===== src/rtl/mem_ctrl_pkg.sv =====
// Shared constants for the IF/MEM memory controller: state and length encodings,
// legacy word-size constants and the transfer byte-count helper.
package mem_ctrl_pkg;

    localparam int AddrLen = 32;
    localparam int InstLen = 32;

    localparam logic [InstLen-1:0] ZERO_WORD = '0;
    localparam logic True  = 1'b1;
    localparam logic False = 1'b0;

    localparam logic [1:0] IDLE   = 2'd0;
    localparam logic [1:0] IF_RD  = 2'd1;
    localparam logic [1:0] MEM_RD = 2'd2;
    localparam logic [1:0] MEM_WR = 2'd3;

    localparam logic [1:0] LEN_B = 2'b00;
    localparam logic [1:0] LEN_H = 2'b01;
    localparam logic [1:0] LEN_W = 2'b10;

    // 2'b11 is treated as a full word
    function automatic logic [2:0] byte_count(input logic [1:0] len);
        case (len)
            LEN_B:   return 3'd1;
            LEN_H:   return 3'd2;
            default: return 3'd4;
        endcase
    endfunction

endpackage


===== src/rtl/mem_ctrl_if.sv =====
// Requester and RAM bus bundle of mem_ctrl; master = requesters + RAM, slave = controller.
interface mem_ctrl_if
    import mem_ctrl_pkg::*;
#(
    parameter int ADDR_W = AddrLen,
    parameter int DATA_W = InstLen,
    parameter int RAM_DW = 8
);

    logic              if_req;
    logic [ADDR_W-1:0] if_addr;
    logic              if_done;
    logic [DATA_W-1:0] if_inst;

    logic              mem_req;
    logic              mem_wr;
    logic [1:0]        mem_len;
    logic [ADDR_W-1:0] mem_addr;
    logic [DATA_W-1:0] mem_wdata;
    logic              mem_done;
    logic [DATA_W-1:0] mem_rdata;

    logic              busy;

    logic [RAM_DW-1:0] ram_din;
    logic [RAM_DW-1:0] ram_dout;
    logic [ADDR_W-1:0] ram_a;
    logic              ram_wr;

    modport master (
        output if_req, if_addr, mem_req, mem_wr, mem_len, mem_addr, mem_wdata, ram_din,
        input  if_done, if_inst, mem_done, mem_rdata, busy, ram_dout, ram_a, ram_wr
    );

    modport slave (
        input  if_req, if_addr, mem_req, mem_wr, mem_len, mem_addr, mem_wdata, ram_din,
        output if_done, if_inst, mem_done, mem_rdata, busy, ram_dout, ram_a, ram_wr
    );

endinterface


===== src/rtl/mem_ctrl.sv =====
// Single-port RAM controller arbitrating instruction fetch and data access,
// serialising little-endian 1/2/4-byte transfers over an 8-bit synchronous RAM.
module mem_ctrl
    import mem_ctrl_pkg::*;
#(
    parameter int ADDR_W = AddrLen,
    parameter int DATA_W = InstLen,
    parameter int RAM_DW = 8
) (
    input logic       clk,
    input logic       rst,
    input logic       rdy,
    input logic       flush,
    mem_ctrl_if.slave bus
);

    localparam int NB = DATA_W / RAM_DW;

    logic [1:0]        state_q, state_d;
    logic [2:0]        cnt_q, cnt_d;
    logic [2:0]        nbytes_q, nbytes_d;
    logic [2:0]        step;
    logic [ADDR_W-1:0] addr_q, addr_d;
    logic [ADDR_W-1:0] ram_a_q, ram_a_d;
    logic [DATA_W-1:0] wdata_q, wdata_d;
    logic [DATA_W-1:0] data_q, data_d;
    logic [DATA_W-1:0] if_inst_q, if_inst_d;
    logic [DATA_W-1:0] mem_rdata_q, mem_rdata_d;
    logic [RAM_DW-1:0] ram_dout_q, ram_dout_d;
    logic              ram_wr_q, ram_wr_d;
    logic              if_done_q, if_done_d;
    logic              mem_done_q, mem_done_d;
    logic              busy_q, busy_d;

    always_comb begin
        state_d     = state_q;
        cnt_d       = cnt_q;
        nbytes_d    = nbytes_q;
        addr_d      = addr_q;
        ram_a_d     = ram_a_q;
        wdata_d     = wdata_q;
        data_d      = data_q;
        if_inst_d   = if_inst_q;
        mem_rdata_d = mem_rdata_q;
        ram_dout_d  = ram_dout_q;
        ram_wr_d    = ram_wr_q;
        if_done_d   = False;
        mem_done_d  = False;
        busy_d      = busy_q;
        // step is the index k of the edge being evaluated (acceptance edge is k=0)
        step        = cnt_q + 3'd1;

        case (state_q)
            IDLE: begin
                if (!if_done_q && !mem_done_q) begin
                    if (bus.mem_req) begin
                        addr_d   = bus.mem_addr;
                        ram_a_d  = bus.mem_addr;
                        nbytes_d = byte_count(bus.mem_len);
                        cnt_d    = '0;
                        data_d   = ZERO_WORD;
                        busy_d   = True;
                        if (bus.mem_wr) begin
                            state_d    = MEM_WR;
                            wdata_d    = bus.mem_wdata;
                            ram_wr_d   = True;
                            ram_dout_d = bus.mem_wdata[RAM_DW-1:0];
                        end else begin
                            state_d = MEM_RD;
                        end
                    end else if (bus.if_req && !flush) begin
                        state_d  = IF_RD;
                        addr_d   = bus.if_addr;
                        ram_a_d  = bus.if_addr;
                        nbytes_d = 3'(NB);
                        cnt_d    = '0;
                        data_d   = ZERO_WORD;
                        busy_d   = True;
                    end
                end
            end

            IF_RD, MEM_RD: begin
                if (state_q == IF_RD && flush) begin
                    state_d  = IDLE;
                    busy_d   = False;
                    ram_wr_d = False;
                end else begin
                    cnt_d = step;
                    if (step < nbytes_q) begin
                        ram_a_d = addr_q + ADDR_W'(step);
                    end
                    // byte addressed at edge k-2 is on ram_din now
                    if (step >= 3'd2) begin
                        for (int unsigned b = 0; b < NB; b++) begin
                            if (b + 1 == 32'(cnt_q)) begin
                                data_d[RAM_DW*b +: RAM_DW] = bus.ram_din;
                            end
                        end
                    end
                    if (step == nbytes_q + 3'd1) begin
                        state_d = IDLE;
                        busy_d  = False;
                        if (state_q == IF_RD) begin
                            if_done_d = True;
                            if_inst_d = data_d;
                        end else begin
                            mem_done_d  = True;
                            mem_rdata_d = data_d;
                        end
                    end
                end
            end

            MEM_WR: begin
                cnt_d = step;
                if (step < nbytes_q) begin
                    ram_a_d = addr_q + ADDR_W'(step);
                    for (int unsigned b = 0; b < NB; b++) begin
                        if (b == 32'(step)) begin
                            ram_dout_d = wdata_q[RAM_DW*b +: RAM_DW];
                        end
                    end
                end else begin
                    ram_wr_d   = False;
                    mem_done_d = True;
                    state_d    = IDLE;
                    busy_d     = False;
                end
            end

            default: state_d = IDLE;
        endcase
    end

    always_ff @(posedge clk or negedge rst) begin
        if (!rst) begin
            state_q     <= IDLE;
            cnt_q       <= '0;
            nbytes_q    <= '0;
            addr_q      <= '0;
            ram_a_q     <= '0;
            wdata_q     <= '0;
            data_q      <= '0;
            if_inst_q   <= '0;
            mem_rdata_q <= '0;
            ram_dout_q  <= '0;
            ram_wr_q    <= 1'b0;
            if_done_q   <= 1'b0;
            mem_done_q  <= 1'b0;
            busy_q      <= 1'b0;
        end else if (rdy) begin
            state_q     <= state_d;
            cnt_q       <= cnt_d;
            nbytes_q    <= nbytes_d;
            addr_q      <= addr_d;
            ram_a_q     <= ram_a_d;
            wdata_q     <= wdata_d;
            data_q      <= data_d;
            if_inst_q   <= if_inst_d;
            mem_rdata_q <= mem_rdata_d;
            ram_dout_q  <= ram_dout_d;
            ram_wr_q    <= ram_wr_d;
            if_done_q   <= if_done_d;
            mem_done_q  <= mem_done_d;
            busy_q      <= busy_d;
        end
    end

    assign bus.if_done   = if_done_q;
    assign bus.if_inst   = if_inst_q;
    assign bus.mem_done  = mem_done_q;
    assign bus.mem_rdata = mem_rdata_q;
    assign bus.busy      = busy_q;
    assign bus.ram_dout  = ram_dout_q;
    assign bus.ram_a     = ram_a_q;
    assign bus.ram_wr    = ram_wr_q;

endmodule


===== src/flat_wrapper.sv =====
// flat-port wrapper written by rule: the top's interface ports become plain ports
module mem_ctrl_flat import mem_ctrl_pkg::*;
#(
    parameter int ADDR_W = AddrLen,
    parameter int DATA_W = InstLen,
    parameter int RAM_DW = 8
)
  (clk, rst, rdy, flush, bus_if_req, bus_if_addr, bus_mem_req, bus_mem_wr, bus_mem_len, bus_mem_addr, bus_mem_wdata, bus_ram_din, bus_if_done, bus_if_inst, bus_mem_done, bus_mem_rdata, bus_busy, bus_ram_dout, bus_ram_a, bus_ram_wr);
  mem_ctrl_if #(.ADDR_W(ADDR_W), .DATA_W(DATA_W), .RAM_DW(RAM_DW)) bus_i ();
  input logic clk;
  input logic rst;
  input logic rdy;
  input logic flush;
  input wire logic [$bits(bus_i.if_req)-1:0] bus_if_req;
  input wire logic [$bits(bus_i.if_addr)-1:0] bus_if_addr;
  input wire logic [$bits(bus_i.mem_req)-1:0] bus_mem_req;
  input wire logic [$bits(bus_i.mem_wr)-1:0] bus_mem_wr;
  input wire logic [$bits(bus_i.mem_len)-1:0] bus_mem_len;
  input wire logic [$bits(bus_i.mem_addr)-1:0] bus_mem_addr;
  input wire logic [$bits(bus_i.mem_wdata)-1:0] bus_mem_wdata;
  input wire logic [$bits(bus_i.ram_din)-1:0] bus_ram_din;
  output wire logic [$bits(bus_i.if_done)-1:0] bus_if_done;
  output wire logic [$bits(bus_i.if_inst)-1:0] bus_if_inst;
  output wire logic [$bits(bus_i.mem_done)-1:0] bus_mem_done;
  output wire logic [$bits(bus_i.mem_rdata)-1:0] bus_mem_rdata;
  output wire logic [$bits(bus_i.busy)-1:0] bus_busy;
  output wire logic [$bits(bus_i.ram_dout)-1:0] bus_ram_dout;
  output wire logic [$bits(bus_i.ram_a)-1:0] bus_ram_a;
  output wire logic [$bits(bus_i.ram_wr)-1:0] bus_ram_wr;
  assign bus_i.if_req = bus_if_req;
  assign bus_i.if_addr = bus_if_addr;
  assign bus_i.mem_req = bus_mem_req;
  assign bus_i.mem_wr = bus_mem_wr;
  assign bus_i.mem_len = bus_mem_len;
  assign bus_i.mem_addr = bus_mem_addr;
  assign bus_i.mem_wdata = bus_mem_wdata;
  assign bus_i.ram_din = bus_ram_din;
  assign bus_if_done = bus_i.if_done;
  assign bus_if_inst = bus_i.if_inst;
  assign bus_mem_done = bus_i.mem_done;
  assign bus_mem_rdata = bus_i.mem_rdata;
  assign bus_busy = bus_i.busy;
  assign bus_ram_dout = bus_i.ram_dout;
  assign bus_ram_a = bus_i.ram_a;
  assign bus_ram_wr = bus_i.ram_wr;
  mem_ctrl #(.ADDR_W(ADDR_W), .DATA_W(DATA_W), .RAM_DW(RAM_DW)) u_core (.clk(clk), .rst(rst), .rdy(rdy), .flush(flush), .bus(bus_i));
endmodule

===== config.mk =====
export PLATFORM = sky130hd
export DESIGN_NAME = mem_ctrl_flat
export DESIGN_NICKNAME = d
export VERILOG_FILES = /design/src/rtl/mem_ctrl_pkg.sv /design/src/rtl/mem_ctrl_if.sv /design/src/rtl/mem_ctrl.sv /design/src/flat_wrapper.sv
export SDC_FILE = /design/constraint.sdc
export NUM_CORES = 1
export LEC_CHECK = 0
export ABC_AREA = 1
export BUFFER_PORTS_ARGS = -buffer_cell sky130_fd_sc_hd__buf_2
export CAP_MARGIN = 20
export CORE_ASPECT_RATIO = 1.4
export CORE_MARGIN = 2
export CORE_UTILIZATION = 39
export DETAILED_ROUTE_END_ITERATION = 6
export PLACE_DENSITY = 0.72
export RECOVER_POWER = 50
export SLEW_MARGIN = 20
export SYNTH_ARGS = -nofsm -noshare
export SYNTH_HDL_FRONTEND = slang
export SYNTH_SLANG_ARGS = --single-unit

===== constraint.sdc =====
create_clock -name clk -period 3.4 [get_ports clk]
set_input_delay 0.68 -clock clk [delete_from_list [all_inputs] [get_ports clk]]
set_output_delay 0.68 -clock clk [all_outputs]
set_load 0.05 [all_outputs]

### Word level (Yosys, flattened, before mapping)

Cells that the tools add are included.

* register bits: 212
* bits of input ports: 113
* output and inout port bits: 108
* logic and storage cells: 127

* add/subtract/negate cells: 3
* magnitude comparators: 2
* eq/ne operators: 22
* muxes and demuxes: 62
* bitwise operators: 2
* reductions and logical operators: 22

Operator list (count)
* 32-bit two-way mux: 10
* 8-bit two-way mux: 12
* 32-bit case mux with 3 select lines: 1
* 32-bit case mux with 2 select lines: 1
* 32-bit by 3-bit adder with 32-bit output: 1
* 5-bit AND reduction: 5
* 1-bit two-way mux: 19
* 3-bit two-way mux: 6
* 8-bit case mux with 2 select lines: 1
* 2-bit by 3-bit == test with 1-bit output (first input constant): 4
* 2-bit two-way mux: 6
* 3-bit case mux with 3 select lines: 1
* 2-bit != test (second input constant): 4
* 4-bit AND reduction: 2
* 7-bit AND reduction: 1
* 3-bit by 1-bit adder with 3-bit output (second input constant): 2
* 1-bit by 3-bit == test with 1-bit output (first input constant): 2
* 2-bit by 1-bit != test with 1-bit output (second input constant): 3
* 1-bit case mux with 3 select lines: 2
* 2-bit case mux with 3 select lines: 1
* 3-bit case mux with 2 select lines: 1
* 6-bit AND reduction: 1
* 2-bit nonzero test: 3
* 5-bit by 1-bit != test with 1-bit output (second input constant): 1
* 15 further kinds: 23

### Depth between registers and ports, before layout

* word-level depth: 8
* depth in mapped cells: 14

### Worst setup path after synthesis

Ideal clock, no wire load.

* kind: register to register
* start: register u_core.cnt_q[0]
* end: register u_core.ram_a_q[25], in the netlist u_core.bus.ram_a[25]
* library setup time: 0.118 ns
* data arrival time: 2.353 ns
* data required time: 3.282 ns
* slack: 0.930 ns
* stages on the path, launching flop included: 15
* clock period less this slack: 2.470 ns
* cells stage by stage: dfrtp_1 ha_1 ha_1 buf_2 inv_1 ha_1 inv_1 nand2_1 nand3_1 nor2_1 nand2_1 nand2_1 nand3_1 nand2_1 nand2_1

* word-level cells in the longest chain between the ends: 5
* elaborated cells between the ends (all ways): 6
* classes of those cells: 2 x add/sub; 1 x order compare; 3 x mux

RTL lines
* start: declaration: line mem_ctrl.sv:20 `logic [2:0] cnt_q, cnt_d;`
* start signal: assignment: line mem_ctrl.sv:154 `cnt_q <= cnt_d;`
* 3-bit by 1-bit adder with 3-bit output (*): line mem_ctrl.sv:51 `step = cnt_q + 3'd1;`
* 32-bit by 3-bit adder with 32-bit output or 3-bit < comparator (tied branches)
* 32-bit two-way mux (*): line mem_ctrl.sv:90, mem_ctrl.sv:117
* 32-bit two-way mux: line mem_ctrl.sv:84 `if (state_q == IF_RD && flush) begin`
* 32-bit case mux with 3 select lines (*): line mem_ctrl.sv:53 `case (state_q)`
* end signal: assignment: line mem_ctrl.sv:157 `ram_a_q <= ram_a_d;`
* end: declaration: line mem_ctrl.sv:24 `logic [ADDR_W-1:0] ram_a_q, ram_a_d;`

Every way passes the cells marked *; elsewhere a longest branch is shown, timed or not. The select of a mux whose other input is x is not followed.
A chain may end at the register's enable or synchronous reset.

### Worst setup path in the final report

* start: register u_core.cnt_q[0]
* end: register u_core.ram_a_q[18], in the netlist u_core.bus.ram_a[18]

The elaborated chain is that of the path after synthesis.

==> key figures <==
Status
  – Outcome: finished, violations left
  – Violations in the final reports: capacitance limit, slew limit

Layout
  – Signed area change from the synthesized netlist to the final layout: 19.6%
  – Total Nets Final: 1796
  – Layout fillers: 2812
  – Cell area after layout: 13000 µm²
  – Finished Layout Cells: 2053
  – Share of final-layout standard cells stronger than drive strength 1: 15.4%
  – Fin util: 47.2%

Synthesis
  – Commonest cells in the netlist: sky130_fd_sc_hd__nand2_1 (663), sky130_fd_sc_hd__dfrtp_1 (212), sky130_fd_sc_hd__nand3_1 (160), sky130_fd_sc_hd__nor2_1 (105), sky130_fd_sc_hd__inv_1 (85)
  – Number of warnings issued by yosys: 0
  – Cell with the most instances after synthesis: sky130_fd_sc_hd__nand2_1
  – Share of async-settable or async-resettable flops after synthesis: 100%
  – Syn Area/Cell: 7.40 µm²
  – Sequential fraction of the synthesis area: 48.8%
  – Mapped Area: 10900 µm²
  – Number of distinct library cell variants in the gate-level netlist after synthesis: 34
  – Largest cells by area after synthesis: sky130_fd_sc_hd__dfrtp_1 (49%), sky130_fd_sc_hd__nand2_1 (23%), sky130_fd_sc_hd__nand3_1 (7.4%)
  – Seq cells post-synth: 212
  – Synthesized net count: 1598
  – Count of flip-flops with a built-in enable after synthesis: 0
  – Area share of the leading cell type in the synthesized netlist: 48.8%
  – Yosys top cell by area: sky130_fd_sc_hd__dfrtp_1
  – Synth Instances: 1468
  – Main synth FF type: sky130_fd_sc_hd__dfrtp_1

Placed design
  – Placed cell count: 2012
  – Gp weighted congestion: 0.939
  – Estimated wirelength of the detail-placed design: 22.9 mm
  – Standard cell area after detailed placement: 12300 µm²
  – Number of port buffers: 220

STA
  – Final count of negative-setup-slack endpoints: 0
  – Worst max-slew margin expressed relative to the limit: -51.5%
  – Number of hold violations in the final report: 0
  – Time the final worst path needs with I/O delays and setup: 2.76 ns
  – Achievable Freq: 362 MHz
  – Worst Clk Skew: 0.00838 ns
  – Actual slew at the worst max-slew pin: 2.27 ns
  – Number of slew-limit violations in the final report: 83
  – RSZ-0062 raised after global routing: false
  – Setup total negative slack: 0 ns
  – Share of the clock period used by the worst path: 81.2%

Setup path
  – Kind of end point of the critical path: flop
  – Max incr delay on CP: 0.46 ns
  – Start point of the critical path: u_core.cnt_q[0]$_DFFE_PN0P_
  – Launching point of the worst reg2reg path: u_core.cnt_q[0]$_DFFE_PN0P_
  – Worst endpoint required time: 3.80 ns
  – Largest fanout of any net on the critical path: 7
  – CP Class: reg -> reg
  – Cell repeated most along the worst path: sky130_fd_sc_hd__nand2_1
  – CP top delay family: simple AND/OR/NAND/NOR gates
  – Critical path buffer and inverter count: 3
  – Signal arrival time at the worst endpoint: 3.16 ns
  – Cell with the largest stage delay on the worst path: sky130_fd_sc_hd__fa_1
  – Worst path cell trace: inv_1, ha_1, inv_1, fa_1, inv_1, nand3_1, nand2_1, nand2_1, nor2_1, nand2_1, nand2_1, nand3_1, nand2_1, nand2_1
  – Kind of start point of the critical path: flop

CTS
  – Root buffer selected by CTS: sky130_fd_sc_hd__clkbuf_16
  – Insertion delay to the later sink of the worst-skew pair: 0.50 ns
  – Number of CTS-inserted buffers: 22
  – Clk sink count: 212
  – Total number of H-tree levels: 1
  – Total of cells resized after clock tree synthesis: 0
  – CTS tree: yes
  – CTS clk-pin slew, worst paths: 0.06 ns
  – Hold buffers post-CTS: 0
  – Buffers inserted during post-CTS setup optimization: 0
  – Buffers from clock root to sink, at most: 3

Die
  – Starting density of the core: 39.4%
  – Die footprint: 29200 µm²
  – Number of standard-cell rows in the floorplan: 72
  – IO Count: 221
  – Height of the die: 201 µm
  – Total core area: 27600 µm²
  – Die span in x: 145 µm

Flow run
  – Number of max-capacitance violations reported: 1

Drt
  – DR pass1 iterations: 7
  – Number of design-rule violations left by the first detailed-router iteration: 552
  – Final routed DRC violation total: 0
  – Drt total wl: 31.3 mm
  – Mean routed wirelength per cell: 15.3 µm
  – Antenna viol nets, final: 0
  – Detailed-route via count: 10.0k
  – Vias per inst: 4.89

Global route
  – Global-route wire length before repair: 50.5 mm
  – Number of global-route vias before repair: 9886
  – Antenna violations before repair: 5
  – Remaining global-route overflow: 0
  – Pin count of the biggest net entering global routing: 85
  – Total global routing track utilization: 21.2%

Pwr
  – Total power divided by cell area: 981 nW/µm²
  – Leakage power of the design: 6.93 nW
  – Maximum resistive drop on vdd: 0.000495 V
  – Total power after layout: 12.8 mW

Worst hold path
  – Hold wc startpoint: bus_mem_len[0]
  – HP Class: in -> reg
==> metal layers <==
| metal | up-vias | wire [µm] | GRT usage, % |
|---|---|---|---|
| met5 | - | 11 | 0 |
| met4 | 2 | 1040 | 7.88 |
| met3 | 67 | 1570 | 3.15 |
| met2 | 305 | 16000 | 39.1 |
| met1 | 4644 | 12700 | 25.0 |
| li1 | 5027 | - | - |
==> path summary, 6_finish.rpt <==
path,to,slack [ns],cells past startpoint
max in group asynchronous,u_core.addr_q[8]$_DFFE_PN0P_,1.20,1
hold reg to reg,u_core.data_q[3]$_DFFE_PN0P_,0.47,2
setup / recovery,u_core.bus.ram_a[18]$_DFFE_PN0P_,0.64,14
hold / removal,u_core.nbytes_q[0]$_DFFE_PN0P_,0.39,2
min in group asynchronous,u_core.wdata_q[25]$_DFFE_PN0P_,0.86,1
setup reg to reg,u_core.bus.ram_a[18]$_DFFE_PN0P_,0.64,14
==> through the flow <==
step / setup slack [ns] / hold slack, ns
3_5_place_dp: 0.617 / 0.453
3_3_place_gp: 0.666 / 0.449
6_report: 0.639 / 0.387
5_1_grt: 0.395 / 0.394
4_1_cts: 0.623 / 0.268
2_1_floorplan: 0.930 / 0.384
==> logic make-up (layout without fill, tap and decap cells) <==
family / Yosys count / count (layout) / synth area share [%]
flops: 212 / 212 / 48.8
buf+inv: 157 / 368 / 6.09
xor+xnor: 3 / 3 / 0.242
compound gates: 117 / 117 / 5.71
fa+ha+maj: 17 / 17 / 2.03
other cells: 0 / 4 / 0
mux: 23 / 23 / 2.37
simple gates: 939 / 939 / 34.7
==> power by group <==
| group | internal [mW] | switching [mW] |
|---|---|---|
| clock network | 1.58 | 0.994 |
| registers | 3.49 | 0.653 |
| logic | 1.55 | 4.49 |
==> state kept, by name, summed over array words and instances (netlist names) <==
name / flops
u_core.addr_q: 32
u_core.bus.if_inst: 32
u_core.bus.mem_rdata: 32
u_core.bus.ram_a: 32
u_core.data_q: 32
u_core.wdata_q: 32
u_core.bus.ram_dout: 8
u_core.cnt_q: 3
u_core.nbytes_q: 3
u_core.state_q: 2
u_core.bus.busy: 1
u_core.bus.if_done: 1
u_core.bus.mem_done: 1
u_core.bus.ram_wr: 1
==> area by class of cell <==
cell class	instances	area, µm²	share of cell area (%)
Multi-Input combinational cell	1099	4920	37.8
Clock buffer	31	626	4.81
Sequential cell	212	5310	40.8
Inverter	92	345	2.66
Tap cell	370	463	3.56
Clock inverter	6	134	1.03
Antenna cell	4	10.0	0.0770
Timing Repair Buffer	239	1200	9.24
==> layout by cell type (no fill, tap or decap), types with 6 or more instances in the layout <==
cell type                   instances
sky130_fd_sc_hd__a21oi_1            9
sky130_fd_sc_hd__buf_2            165
sky130_fd_sc_hd__buf_4             17
sky130_fd_sc_hd__clkbuf_1          60
sky130_fd_sc_hd__clkbuf_16         23
sky130_fd_sc_hd__dfrtp_1          212
sky130_fd_sc_hd__ha_1              16
sky130_fd_sc_hd__inv_1             85
sky130_fd_sc_hd__inv_2              6
sky130_fd_sc_hd__mux2_2            22
sky130_fd_sc_hd__nand2_1          663
sky130_fd_sc_hd__nand3_1          160
sky130_fd_sc_hd__nor2_1           102
sky130_fd_sc_hd__o211ai_1           7
sky130_fd_sc_hd__o21ai_0           77
sky130_fd_sc_hd__o21ai_1           15
Note: power is estimated with default switching activity, not from simulation.
